`src/rtl/read_src_fsm.sv`:
```
// Read-side DMA engine: issues one AXI4 INCR read burst per descriptor and streams the
// R beats straight into the DMA data FIFO, reporting done or error at the end of the burst.
module read_src_fsm #(
  parameter int unsigned DATA_W = 512,
  parameter int unsigned ADDR_W = 64,
  parameter int unsigned LEN_W  = 9
) (
  input  logic              i_clk,
  input  logic              i_reset,
  input  logic              i_desc_go,
  input  logic [ADDR_W-1:0] i_desc_src_addr,
  input  logic [LEN_W-1:0]  i_desc_length,
  input  logic              i_csr_reset_dispatcher,
  output logic              o_arvalid,
  input  logic              i_arready,
  output logic [ADDR_W-1:0] o_araddr,
  output logic [7:0]        o_arlen,
  output logic [2:0]        o_arsize,
  output logic [1:0]        o_arburst,
  input  logic              i_rvalid,
  output logic              o_rready,
  input  logic [DATA_W-1:0] i_rdata,
  input  logic [1:0]        i_rresp,
  input  logic              i_rlast,
  input  logic              i_fifo_full,
  output logic              o_fifo_wr_en,
  output logic [DATA_W-1:0] o_fifo_wr_data,
  output logic              o_rd_fsm_done,
  output logic              o_rd_busy,
  output logic              o_rd_error
);

  localparam logic [3:0] S_IDLE = 4'b0001;
  localparam logic [3:0] S_ADDR = 4'b0010;
  localparam logic [3:0] S_RD   = 4'b0100;
  localparam logic [3:0] S_ERR  = 4'b1000;

  localparam logic [2:0]       AR_SIZE = 3'($clog2(DATA_W / 8));
  localparam logic [LEN_W-1:0] MAX_LEN = LEN_W'(256);

  logic [3:0]        r_state;
  logic [ADDR_W-1:0] r_addr;
  logic [7:0]        r_arlen;
  logic [7:0]        r_cnt;
  logic              r_resp_err;
  logic              r_arvalid;
  logic              r_done;

  logic w_len_ok;
  logic w_rready;
  logic w_r_hs;
  logic w_final_beat;
  logic w_err_now;

  assign w_len_ok     = (i_desc_length != '0) && (i_desc_length <= MAX_LEN);
  assign w_rready     = (r_state == S_RD) && !i_fifo_full;
  assign w_r_hs       = i_rvalid && w_rready;
  assign w_final_beat = (r_cnt == r_arlen);
  // Include the current beat's response so an error on the last beat is not missed.
  assign w_err_now    = r_resp_err || (i_rresp != 2'b00);

  always_ff @(posedge i_clk) begin
    if (i_reset) begin
      r_state    <= S_IDLE;
      r_addr     <= '0;
      r_arlen    <= '0;
      r_cnt      <= '0;
      r_resp_err <= 1'b0;
      r_arvalid  <= 1'b0;
      r_done     <= 1'b0;
    end else begin
      r_done <= 1'b0;
      case (r_state)
        S_IDLE: begin
          if (i_desc_go) begin
            r_addr     <= i_desc_src_addr;
            r_arlen    <= 8'(i_desc_length - LEN_W'(1));
            r_cnt      <= '0;
            r_resp_err <= 1'b0;
            if (w_len_ok) begin
              r_state   <= S_ADDR;
              r_arvalid <= 1'b1;
            end else begin
              r_state <= S_ERR;
            end
          end
        end
        S_ADDR: begin
          if (i_arready) begin
            r_arvalid <= 1'b0;
            r_state   <= S_RD;
          end
        end
        S_RD: begin
          if (w_r_hs) begin
            r_cnt <= r_cnt + 8'd1;
            if (i_rresp != 2'b00) r_resp_err <= 1'b1;
            if (w_final_beat && i_rlast) begin
              if (w_err_now) begin
                r_state <= S_ERR;
              end else begin
                r_done  <= 1'b1;
                r_state <= S_IDLE;
              end
            end else if (w_final_beat || i_rlast) begin
              r_state <= S_ERR;
            end
          end
        end
        S_ERR: begin
          if (i_csr_reset_dispatcher) r_state <= S_IDLE;
        end
        default: r_state <= S_IDLE;
      endcase
    end
  end

  assign o_arvalid      = r_arvalid;
  assign o_araddr       = r_addr;
  assign o_arlen        = r_arlen;
  assign o_arsize       = AR_SIZE;
  assign o_arburst      = 2'b01;
  assign o_rready       = w_rready;
  assign o_fifo_wr_en   = w_r_hs;
  assign o_fifo_wr_data = i_rdata;
  assign o_rd_fsm_done  = r_done;
  assign o_rd_busy      = (r_state != S_IDLE);
  assign o_rd_error     = (r_state == S_ERR);

endmodule

```
`config.mk`:
```
export PLATFORM = sky130hd
export DESIGN_NAME = read_src_fsm
export DESIGN_NICKNAME = d
export VERILOG_FILES = /design/src/rtl/read_src_fsm.sv
export SDC_FILE = /design/constraint.sdc
export NUM_CORES = 1
export LEC_CHECK = 0
export ABC_AREA = 1
export BUFFER_PORTS_ARGS = -buffer_cell sky130_fd_sc_hd__clkbuf_2
export CAP_MARGIN = 15
export CORE_AREA = 4 4 459 461
export CTS_BUF_LIST = sky130_fd_sc_hd__clkbuf_4 sky130_fd_sc_hd__clkbuf_8
export DETAILED_ROUTE_END_ITERATION = 6
export DIE_AREA = 0 0 463 465
export GPL_TIMING_DRIVEN = 0
export HOLD_SLACK_MARGIN = 0.02
export PLACE_DENSITY_LB_ADDON = 0.08
export SLEW_MARGIN = 20
export SYNTH_ARGS = -nofsm -noshare
export SYNTH_HDL_FRONTEND = slang
export SYNTH_SLANG_ARGS = --single-unit
```
`constraint.sdc`:
```
create_clock -name i_clk -period 1.2 [get_ports i_clk]
set_input_delay 0.06 -clock i_clk [delete_from_list [all_inputs] [get_ports i_clk]]
set_output_delay 0.06 -clock i_clk [all_outputs]
set_load 0.01 [all_outputs]
```
# Word level (Yosys, flattened, before mapping)
# Cells that the tools add are included.
[totals]
out_inout_bits = 595
in_bits = 595
elab_cells = 64
reg_bits = 87
[classes]
n_bitwise = 3
addsub = 2
n_lt_le_gt_ge = 1
muxes = 21
eq_ne = 13
n_reduce_logical = 17
[op_table]
columns = ["op", "n"]
rows = [
  ["$mux 4", 8],
  ["$mux 8", 2],
  ["$pmux 4 s4", 1],
  ["$pmux 8 s2", 1],
  ["$ne 2x2->1 const B", 5],
  ["$le 9x9->1 const B", 1],
  ["$reduce_bool 9->1", 1],
  ["$add 8x1->8 const B", 1],
  ["$eq 8x8->1", 1],
  ["$reduce_and 4->1", 2],
  ["$sub 8x1->8 const B", 1],
  ["$mux 1", 7],
  ["$reduce_bool 2->1", 3],
  ["$reduce_and 5->1", 1],
  ["$eq 4x1->1 const B", 1],
  ["$eq 4x2->1 const B", 1],
  ["$eq 4x3->1 const B", 1],
  ["$eq 4x4->1 const B", 1],
  ["$logic_and 1x1->1", 4],
  ["$ne 4x1->1 const B", 1],
  ["$pmux 1 s2", 2],
  ["$reduce_or 4->1", 1],
  ["$ne 3x1->1 const B", 1],
  ["$not 1->1", 3],
  ["other kinds (5)", 6],
]

# Logic depth before layout (Yosys ltp)
# Gate-level depths: netlist of the first run.
[logic_depth]
ltp_word = 6
mapped_depth = 11
depth_no_buf = 11

# Worst setup path before layout of the first run
# Ideal clock, no wire load.
[synth_path]
path_kind = "register to register"
from = "register r_state[1]"
to = "register r_cnt[0]"
path_buffers = 0
setup_time_ns = 0.066
arrival_time_ns = 1.288
period_less_slack_ns = 1.354
t_required_ns = 1.134
setup_slack_ns = -0.154
stages_incl_launch_ff = 9
cell_sequence = "dfxtp_1 -> nor2_1 -> nand3_2 -> nor2_4 -> nand2_4 -> nand2_4 -> inv_4 -> or2_0 -> a21oi_2"
[synth_via]
elab_chain_len = 5
word_cells_on_any_way = 9
cone_classes = "eq/ne (4); mux (1); reduce/logical (4)"
[synth_rtl]
columns = ["element", "line_no", "text"]
rows = [
  ["start, declared", "41", "logic [3:0] r_state;"],
  ["start signal, assigned", "64", "r_state <= S_IDLE;"],
  ["start signal, assigned", "81", "r_state <= S_ADDR;"],
  ["start signal, assigned", "84", "r_state <= S_ERR;"],
  ["$eq 4x3->1", "56", "assign w_rready = (r_state == S_RD) && !i_fifo_full;"],
  ["$logic_and 1x1->1", "56", ""],
  ["via o_rready", "21", "output logic o_rready,"],
  ["$logic_and 1x1->1", "57", "assign w_r_hs = i_rvalid && w_rready;"],
  ["$ne 2x2->1 (no source line)", "-", ""],
  ["$reduce_and 3->1 (no source line)", "-", ""],
  ["end signal, assigned", "96", "r_cnt <= r_cnt + 8'd1;"],
  ["end, declared", "44", "logic [7:0] r_cnt;"],
]
# The timed path passes the listed nets, and every way through them passes these cells.
# A chain may end at the register's enable or synchronous reset.

# Worst setup path after layout of the first run
[layout_path]
from = "register r_state[0]"
to = "register r_addr[42], in the netlist o_araddr[42]"
[layout_via]
elab_chain_len = 2
[layout_rtl]
columns = ["element", "line_no", "text"]
rows = [
  ["$eq 4x1->1", "73", "case (r_state)"],
  ["$reduce_and 2->1 (no source line)", "-", ""],
  ["end signal, assigned", "76", "r_addr <= i_desc_src_addr;"],
  ["end, declared", "42", "logic [ADDR_W-1:0] r_addr;"],
]
# Every way passes these cells.

==> flow_summary_export.csv, run 1 <==
group,metric,value,unit
run_status,status,"complete, but fails checks",
run_status,violations,"hold timing, setup timing",
logic_synthesis,synth.ff_latch_count,87,
sta,hold_viol,1,
logic_synthesis,yosys_warnings,0,
grt,grt.overflow.total,0,
floorplan,rows,167,
worst_setup_path,critPathLaunchType,"flop",
logic_synthesis,synth_ff_type,"dfxtp_1",
sta,fin_crit_sh,131,%
logic_synthesis,synth_commonest_cells,"buf_4, nand2_1, dfxtp_1, a21oi_1, inv_1",
sta,hold_slack,-0.0431,ns
clocking,path_clk_slew,0.12,ns
pwr,cellLeakagePower,7.99,nW
layout,final_nets,2410,
floorplan,fp.coreArea,206000,um^2
clocking,cts_buffers,9,
worst_setup_path,crit_type,"reg -> reg",
logic_synthesis,synth_cells,1005,
clocking,clockBufferDepth,2,
sta,fin_crit,1.58,ns
grt,grt_max_degree,16,
run,cap_violations,0,
worst_setup_path,cp.required,1.55,ns
pwr,ir_worst_vdd,0.499,mV
logic_synthesis,synth_top_family_by_area,"buffers and inverters",
sta,fmax,0.634,GHz
grt,grt_pass1_wl,88900,um
logic_synthesis,synth_compound_area_share,6.31,%
logic_synthesis,muxShareOfSynthArea,0,%
layout,layout-drive-gt1-share,79.8,%
logic_synthesis,netlist_area,7450,um^2
grt,grt_use_total,6.30,%
floorplan,die_y,465,um
clocking,htree_levels,3,
sta,timing.final.ws_setup,-0.377,ns
logic_synthesis,ys_seq_area_share,23.4,%
logic_synthesis,syn_avg_cell_area,7.42,um^2
floorplan,start_util,3.61,%
logic_synthesis,synth_top_area_share,52.2,%
grt,grt_pass1_vias,9212,
sta,worstMarginPinSlew,0.985,ns
layout,area.sequential,1800,um^2
routing,via_per_inst,1.96,
routing,drtIter0Drc,192,
worst_setup_path,cp.arrival,1.92,ns
routing,ant_nets,0,
sta,setup_viol,91,
clocking,numClockSinks,87,
pwr,cellPowerDensity,1030,nW/um^2
worst_setup_path,endpoint_kind,"flop",
placed_design,port_buffers,672,
logic_synthesis,synthAdderAreaFrac,0.336,%
layout,multi_input_area,2310,um^2
placed_design,gp_congestion,0.852,
min_path,worstHoldPathType,"in -> reg",
layout,final_cells,4535,
clocking,root_buffer,"clkbuf_8",
routing,drc,0,
routing,post_drt_wl_per_cell,16.1,um
floorplan,dieArea,215000,um^2
logic_synthesis,synth-xor-area-share,0.940,%
logic_synthesis,yosys.area_share.simple,13.3,%
clocking,cts_tree,"yes",
floorplan,io_pins,1190,
routing,drt-total-wl,73200,um
logic_synthesis,synth_area_leaders,"buf_4, dfxtp_1, nand2_1",
layout,area_growth,128,%
logic_synthesis,synth_most_common_cell,"buf_4",
sta,max_slew_margin,34.3,%
logic_synthesis,synth_edf_count,0,
routing,vias,8892,
sta,rsz0062_at_grt,"yes",
logic_synthesis,synth_top_area_cell,"buf_4",
grt,antenna_found_initial,43,
placed_design,dp.cells,4384,
placed_design,dp_hpwl,66200,um
floorplan,die-width,463,um
worst_setup_path,crit_fanout,6,
sta,final.setup_skew,0.0230,ns
clocking,clk-insertion-delay-late,0.49,ns
sta,slew_viol_final,0,
layout,fillCellCount,24400,
logic_synthesis,synth.distinct_cells,35,
logic_synthesis,async_flop_share,0,%
pwr,power,17.4,mW
routing,first_pass_iters,4,
==> what timing repair did <==
item,CTS,global route
gates cloned,7,3
endpoints found under the hold margin,78,3
hold buffers,78,2
endpoints found under the setup margin,106,95
resized for setup,192,154
pin swaps,20,36
buffers inserted,26,14
==> report_power, final <==
group / switching (mW) / internal [mW]
combinational: 5.38 / 5.44
sequential: 0.504 / 3.52
clock: 1.57 / 1.03
total: 7.46 / 9.99
==> cells by family after synthesis <==
logic type,Yosys count
AND/OR/NAND/NOR,238
buffers and inverters,577
adder cells (fa/ha/maj),2
flip-flops,87
other,2
AO/OA/AOI/OAI,91
XOR/XNOR,8
==> worst max-delay path, stage by stage (launching register included) <==
cell and delay [ns]:
dfxtp_4 0.42, inv_4 0.04, nor2_4 0.08, nand2_2 0.08, inv_4 0.08, nand2_8 0.11, buf_12 0.17, buf_16 0.15
clkbuf_16 0.17, nand2_1 0.06, a21oi_1 0.06
==> final cells by class <==
class                      instances  share of cell area (%)
inverter                          37                   0.963
clock buffer                      10                   0.809
clock inverter                     5                   0.390
antenna                           14                   0.206
multi-input combinational        344                    13.6
buffer                           538                    24.6
timing repair buffer             796                    29.0
tap                             2704                    19.9
sequential                        87                    10.6
==> final timing paths <==
kind / from / end / slack [ns] / cells after the start
hold reg to reg: o_araddr[55]$_SDFFE_PP0P_ / o_araddr[55]$_SDFFE_PP0P_ / 0.47 / 2
hold / removal: i_desc_length[1] / o_arlen[1]$_SDFFE_PP0P_ / -0.04 / 4
setup / recovery: r_state[0]$_SDFFE_PP1P_ / o_araddr[42]$_SDFFE_PP0P_ / -0.38 / 10
setup reg to reg: r_state[0]$_SDFFE_PP1P_ / o_araddr[42]$_SDFFE_PP0P_ / -0.38 / 10
==> cell usage in the layout, fill, tap and decap left out, types with 3 or more instances in the layout <==
cell type | Yosys | layout
nand2_2 | 2 | 34
buf_4 | 518 | 540
xnor2_1 | 5 | 5
nand3_2 | 1 | 4
dlygate4sd3_1 | 0 | 80
buf_16 | 0 | 4
nand3_1 | 13 | 9
xor2_1 | 3 | 3
nor2_2 | 2 | 5
dfxtp_1 | 87 | 62
a21oi_1 | 73 | 24
nor2_4 | 1 | 7
dfxtp_4 | 0 | 10
a21oi_2 | 1 | 50
clkbuf_8 | 0 | 15
nand2_1 | 174 | 99
nand4_1 | 4 | 4
clkbuf_2 | 0 | 657
o21ai_2 | 0 | 3
nand2_4 | 3 | 42
dfxtp_2 | 0 | 15
inv_1 | 34 | 30
buf_12 | 0 | 15
buf_6 | 4 | 6
o21ai_0 | 12 | 7
diode_2 | 0 | 14
nand2_8 | 0 | 4
clkbuf_1 | 13 | 7
nor2_1 | 28 | 19
inv_2 | 2 | 3
conb_1 | 2 | 5
buf_8 | 0 | 6
clkbuf_16 | 0 | 12
==> stage by stage <==
step | setup TNS [ns] | worst slack [ns] | util [%] | cell area, um^2 | hold slack [ns]
after global placement | -63.89 | -0.996 | 6.90 | 14200 | 0.304
after floorplan | -4.85 | -0.133 | - | 7490 | 0.146
after global routing | -37.31 | -0.488 | 8.23 | 17000 | -0.0874
final | -26.62 | -0.377 | 8.24 | 17000 | -0.0431
after detailed placement | -55.77 | -0.886 | 6.90 | 14200 | 0.298
after CTS | -31.31 | -0.453 | 7.94 | 16400 | -0.166
==> flip-flops by register name (all words and copies together) (netlist names) <==
register and flops:
o_araddr 64, o_arlen 8, o_arvalid 1, o_rd_fsm_done 1
r_cnt 8, r_resp_err 1, r_state 4
==> layer usage <==
layer  GRT usage (%)  wire length [um]
met2            13.1             43400
met4            2.89              2920
met5               0               278
met1            4.84             20100
met3            2.71              6470
No activity file was read; power rests on OpenSTA's default activity.
==> inputs of run 2 (changes only) <==
Settings changed: CORE_AREA 4 4 459 461 to 2 2 459 461, DIE_AREA 0 0 463 465 to 0 0 461 463.
Clock period 1.2 ns to 2 ns, I/O delays scaled along.
==> run 2 against run 1 <==
  * The run now ends clean
  * Critical endpoint is now r_state[2]$_SDFFE_PP0P_
  * Cell count is 1.4% higher
  * Sequential power is 43% lower
  * Largest power group unchanged
  * Worst setup slack better by 0.48 ns
  * Via count is 3.2% lower
  * Non-clock buffer count is 36 lower
  * Total power is 54% lower
  * Final area is 9.2% lower
  * Hold slack better by 0.12 ns
==> flow_summary_export.csv, run 2 (synthesis results as in run 1) <==
group,metric,value,unit
min_path,worstHoldPathType,"in -> reg",
clocking,cts_tree,"yes",
placed_design,gp_congestion,0.733,
worst_setup_path,r2r_end,"r_state[2]$_SDFFE_PP0P_",
floorplan,rows,168,
sta,fmax,0.526,GHz
routing,ant_nets,0,
sta,max_slew_margin,43.9,%
routing,vias,8610,
placed_design,dp_hpwl,61800,um
clocking,clk-insertion-delay-late,0.50,ns
routing,drt-total-wl,67200,um
floorplan,die-width,461,um
layout,layout.cells.most_common,"clkbuf_2",
worst_setup_path,cp.arrival,2.31,ns
routing,routed.top_layer,"met5",
sta,setup_viol,0,
clocking,numClockSinks,87,
worst_setup_path,max_stage_delay,0.56,ns
sta,timing.final.ws_setup,0.0982,ns
layout,final_cells,4597,
worst_setup_path,crit_fanout,4,
worst_setup_path,cp-startpoint,"r_state[0]$_SDFFE_PP1P_",
grt,grt_max_degree,16,
routing,via_per_inst,1.87,
sta,slew_viol_final,0,
sta,worstMarginPinSlew,0.842,ns
pwr,ir_worst_vdd,0.256,mV
worst_setup_path,rr_worst_depth,10,
sta,fin_crit,1.90,ns
sta,rsz0062_at_grt,"no",
placed_design,place_ws,-0.255,ns
placed_design,dpl_cell_area,14400,um^2
placed_design,dp.cells,4486,
layout,layout-drive-gt1-share,69.7,%
pwr,clkPwrFrac,17.6,%
routing,wl_met3,6590,um
run,cap_violations,0,
layout,final_nets,2374,
worst_setup_path,path_depth,10,
layout,final_util,7.41,%
pwr,switching_share,45.3,%
floorplan,start_util,3.57,%
layout,largest_register_ffs,64,
routing,drtIter0Drc,169,
grt,grt_use_total,5.96,%
routing,first_pass_iters,4,
floorplan,die_y,463,um
floorplan,dieArea,213000,um^2
worst_setup_path,crit_type,"reg -> reg",
floorplan,fp.coreArea,209000,um^2
routing,drc,0,
min_path,holdCritStartpoint,"i_reset",
pwr,power,8.03,mW
worst_setup_path,endpoint,"r_state[2]$_SDFFE_PP0P_",
worst_setup_path,endpoint_kind,"flop",
worst_setup_path,critPathSlowestCell,"dlygate4sd3_1",
sta,hold_viol,0,
pwr,combPwrFrac,53.8,%
grt,grt_pass1_wl,82900,um
pwr,power_frac_seq,28.6,%
grt,grt.overflow.total,0,
layout,fillCellCount,24900,
clocking,clockBufferDepth,2,
worst_setup_path,r2r_start,"r_state[0]$_SDFFE_PP1P_",
worst_setup_path,r2r_slack,0.1,ns
pwr,cellLeakagePower,7.27,nW
placed_design,port_buffers,672,
routing,met1Wirelength,19400,um
sta,setup_tns,0,ns
worst_setup_path,crit_chain,"inv_1 > nor2_2 > nand3b_1 > nand2_1 > inv_1 > nand2_1 > nand3_1 > dlygate4sd3_1 > nand2_1 > inv_1",
run_status,status,"finished, final reports clean",
clocking,path_clk_slew,0.12,ns
clocking,htree_levels,3,
layout,final_cell_mix,"clkbuf_2, buf_4, nand2_1, dlygate4sd3_1, dfxtp_1",
pwr,cellPowerDensity,520,nW/um^2
routing,routed-wl-met2,39100,um
worst_setup_path,cp_top_family,"buffers and inverters",
worst_setup_path,critPathBufInv,4,
sta,fin_crit_sh,95.1,%
sta,hold_slack,0.0799,ns
floorplan,io_pins,1190,
pwr,switching_power,3.63,mW
routing,post_drt_wl_per_cell,14.6,um
clocking,cts_buffers,9,
layout,area_growth,107,%
grt,grt_pass1_vias,8737,
grt,antenna_found_initial,40,
worst_setup_path,cp.required,2.41,ns
layout,stdcell_area,15500,um^2
pwr,internal-power,4.40,mW
sta,final.setup_skew,0.0234,ns
clocking,root_buffer,"clkbuf_8",
worst_setup_path,critPathLaunchType,"flop",
==> run 2: changes by cell type in the layout (fill, tap and decap cells not counted), sizes merged <==
cell,before,now
buf,571,531
bufinv,1,0
clkbuf,693,694
clkinvlp,1,3
diode,14,10
dlygate4sd3,80,83
==> run 2: how the worst min path moves through the flow <==
stage / cells past startpoint / slack [ns] / endpoint
6_report: 4 / 0.08 / o_arlen[2]$_SDFFE_PP0P_
5_1_grt: 4 / 0.06 / o_arlen[2]$_SDFFE_PP0P_
4_1_cts: 4 / 0.02 / o_arlen[2]$_SDFFE_PP0P_
3_5_place_dp: 2 / 0.33 / o_arlen[0]$_SDFFE_PP0P_
3_3_place_gp: 2 / 0.33 / o_arlen[0]$_SDFFE_PP0P_
2_1_floorplan: 1 / 0.19 / o_arlen[0]$_SDFFE_PP0P_
==> run 2: repair_timing <==
| item | in CTS | in global routing |
|---|---|---|
| hold endpoints to repair | 80 | 0 |
| gates cloned | 0 | 0 |
| hold buffers | 83 | 0 |
| setup buffers | 0 | 2 |
| setup endpoints to repair | 49 | 39 |
| pin swaps | 0 | 1 |
| resized for setup | 7 | 13 |
==> run 2: area by class of cell <==
type	instances	area [um^2]	area share [%]
Sequential cell	87	1750	11.3
Multi-Input combinational cell	344	1590	10.3
Buffer	540	4030	26.1
Clock inverter	6	45.0	0.291
Inverter	37	144	0.931
Clock buffer	10	131	0.850
Timing Repair Buffer	758	4240	27.4
Tap cell	2805	3510	22.7
Antenna cell	10	25.0	0.162
==> run 2: worst min-delay path, cell delays in order <==
cell,delay (ns)
clkbuf_2,0.14
inv_1,0.14
o21ai_0,0.11
a31oi_1,0.04
==> run 2: metal layers <==
metal | track usage [%] | up-vias
met4 | 1.87 | 40
met2 | 12.4 | 583
met5 | 0 | -
met1 | 4.82 | 3764
met3 | 2.54 | 87
li1 | - | 4136
==> run 2: power groups by stage <==
stage / Sequential, mW / Combinational, mW / Clock, mW
final: 2.30 / 4.32 / 1.41
after detailed placement: 2.34 / 4.44 / 0
after global placement: 2.35 / 4.49 / 0
after global routing: 2.36 / 4.85 / 1.67
after CTS: 2.31 / 4.64 / 1.64
after floorplan: 2.42 / 2.16 / 0
==> inputs of run 3 (changes only) <==
Settings changed: CELL_PAD_IN_SITES_DETAIL_PLACEMENT from default to 2, CELL_PAD_IN_SITES_GLOBAL_PLACEMENT from default to 2, CORE_AREA 2 2 459 461 to 2 2 462 464, DIE_AREA 0 0 461 463 to 0 0 464 466.
==> run 3 against run 2 <==
  * Register-to-register slack better by 0.15 ns
  * Die area is 1.3% higher
  * Clock power is 9.9% higher
  * Total power is 2.8% higher
  * Via count is 3.1% higher
  * Critical path type is now reg -> out
==> flow_summary_export.csv, run 3 (synthesis results as in run 1) <==
group,metric,value,unit
run_status,status,"finished, final reports clean",
floorplan,io_pins,1190,
placed_design,port_buffers,672,
pwr,power,8.25,mW
floorplan,dieArea,216000,um^2
floorplan,rows,169,
grt,grt.overflow.total,0,
routing,vias,8874,
layout,largest_register_ffs,64,
clocking,cts_buffers,9,
routing,ant_nets,0,
min_path,worstHoldPathType,"in -> reg",
sta,final.setup_skew,0.0216,ns
sta,rsz0062_at_grt,"no",
worst_setup_path,crit_fanout,5,
placed_design,dp_hpwl,58900,um
layout,area_growth,107,%
grt,grt_max_degree,18,
routing,first_pass_iters,4,
worst_setup_path,critPathSlowestCell,"dfxtp_2",
grt,grt.met2_usage,12.0,%
pwr,combPwrFrac,53.3,%
layout,final_cell_mix,"clkbuf_2, buf_4, nand2_1, dfxtp_1, dlygate4sd3_1",
sta,slew_viol_final,0,
worst_setup_path,cp.arrival,1.69,ns
worst_setup_path,crit_chain,"nor2_2 > nand3_2 > nor2_4 > nand2_4 > inv_1 > clkbuf_2",
worst_setup_path,endpoint_kind,"output pin",
sta,worstMarginPinSlew,0.827,ns
worst_setup_path,cp.required,1.90,ns
pwr,switching_power,3.83,mW
grt,grt_pass1_wl,84100,um
worst_setup_path,max_stage_delay,0.38,ns
grt,grt_pass1_vias,9917,
grt,antenna_found_initial,12,
pwr,switching_share,46.4,%
pwr,cellPowerDensity,535,nW/um^2
sta,fmax,0.560,GHz
sta,setup_viol,0,
grt,use_met1,4.46,%
worst_setup_path,critPathLaunchType,"flop",
layout,final_cells,4601,
routing,via_per_inst,1.93,
floorplan,fp.coreArea,211000,um^2
floorplan,die-width,464,um
clocking,clockBufferDepth,2,
grt,grt_use_met3,2.52,%
run,cap_violations,0,
sta,max_slew_margin,44.9,%
routing,drtIter0Drc,92,
grt,grt_use_total,5.70,%
clocking,root_buffer,"clkbuf_8",
routing,drc,0,
pwr,cellLeakagePower,7.27,nW
placed_design,dp.cells,4502,
routing,post_drt_wl_per_cell,14.1,um
clocking,clk-insertion-delay-late,0.51,ns
layout,final_util,7.30,%
pwr,power_frac_seq,27.9,%
sta,hold_viol,0,
sta,hold_slack,0.196,ns
floorplan,die_y,466,um
clocking,cts_tree,"yes",
clocking,path_clk_slew,0.13,ns
layout,layout.cells.most_common,"clkbuf_2",
placed_design,gp_congestion,0.943,
sta,fin_crit,1.79,ns
routing,drt-total-wl,64700,um
layout,layout-drive-gt1-share,69.9,%
layout,final_nets,2368,
pwr,ir_worst_vdd,0.359,mV
clocking,htree_levels,3,
pwr,clkPwrFrac,18.7,%
clocking,numClockSinks,87,
floorplan,start_util,3.53,%
sta,setup_tns,0,ns
grt,busiest_layer,"met2",
sta,fin_crit_sh,89.3,%
pwr,internal-power,4.42,mW
worst_setup_path,crit_type,"reg -> out",
==> run 3: worst paths after layout <==
check                                from                       to  slack (ns)  depth (start not counted)
hold reg to reg   r_resp_err$_SDFFE_PP0P_  r_resp_err$_SDFFE_PP0P_        0.46                          2
setup / recovery  r_state[1]$_SDFFE_PP0P_             o_fifo_wr_en        0.21                          6
setup reg to reg  r_state[2]$_SDFFE_PP0P_    r_cnt[1]$_SDFFE_PP0P_        0.25                          7
hold / removal                 i_rresp[0]  r_resp_err$_SDFFE_PP0P_        0.20                          5
==> run 3: through the flow <==
stage	setup WS, ns	instance area, um^2
3_5_place_dp	-0.226	14400
2_1_floorplan	0.646	7460
6_report	0.213	15400
4_1_cts	0.0245	15400
3_3_place_gp	-0.670	14400
5_1_grt	0.0355	15400
==> run 3: power groups by stage <==
stage	Sequential, mW	Clock (mW)	Combinational, mW
CTS	2.33	1.84	4.75
global route	2.37	1.84	4.95
global placement	2.35	0	4.54
detailed placement	2.36	0	4.52
finish	2.30	1.55	4.40
floorplan	2.42	0	2.16
==> run 3: worst max-delay path, delay by kind of cell (launching register included) <==
kind,cells,cell delay (ns)
and+or+nand+nor,4,0.55
DFF,1,0.38
buffers and inverters,2,0.23
==> run 3: metal layers <==
layer  up-vias  part of all wire (%)
met3        32                    10
li1       4108                     -
met5         -                 0.074
met2       635                    60
met1      4091                    28
met4         8                   2.0
==> run 3: repair_timing <==
| item | in CTS | in global routing |
|---|---|---|
| buffers inserted | 1 | 0 |
| resized for setup | 16 | 6 |
| pin swaps | 1 | 0 |
| hold buffers | 78 | 0 |
| endpoints found under the hold margin | 77 | 0 |
| endpoints found under the setup margin | 77 | 11 |
==> run 3: layout make-up <==
class	count	area (um^2)
well taps	2821	3530
clock buffers	9	124
flip-flops and latches	87	1740
multi-input cells	344	1590
clock inverters	7	62.6
repair buffers	752	4180
inverters	37	146
diodes	4	10.0
fillers	25200	196000
plain buffers	540	4040
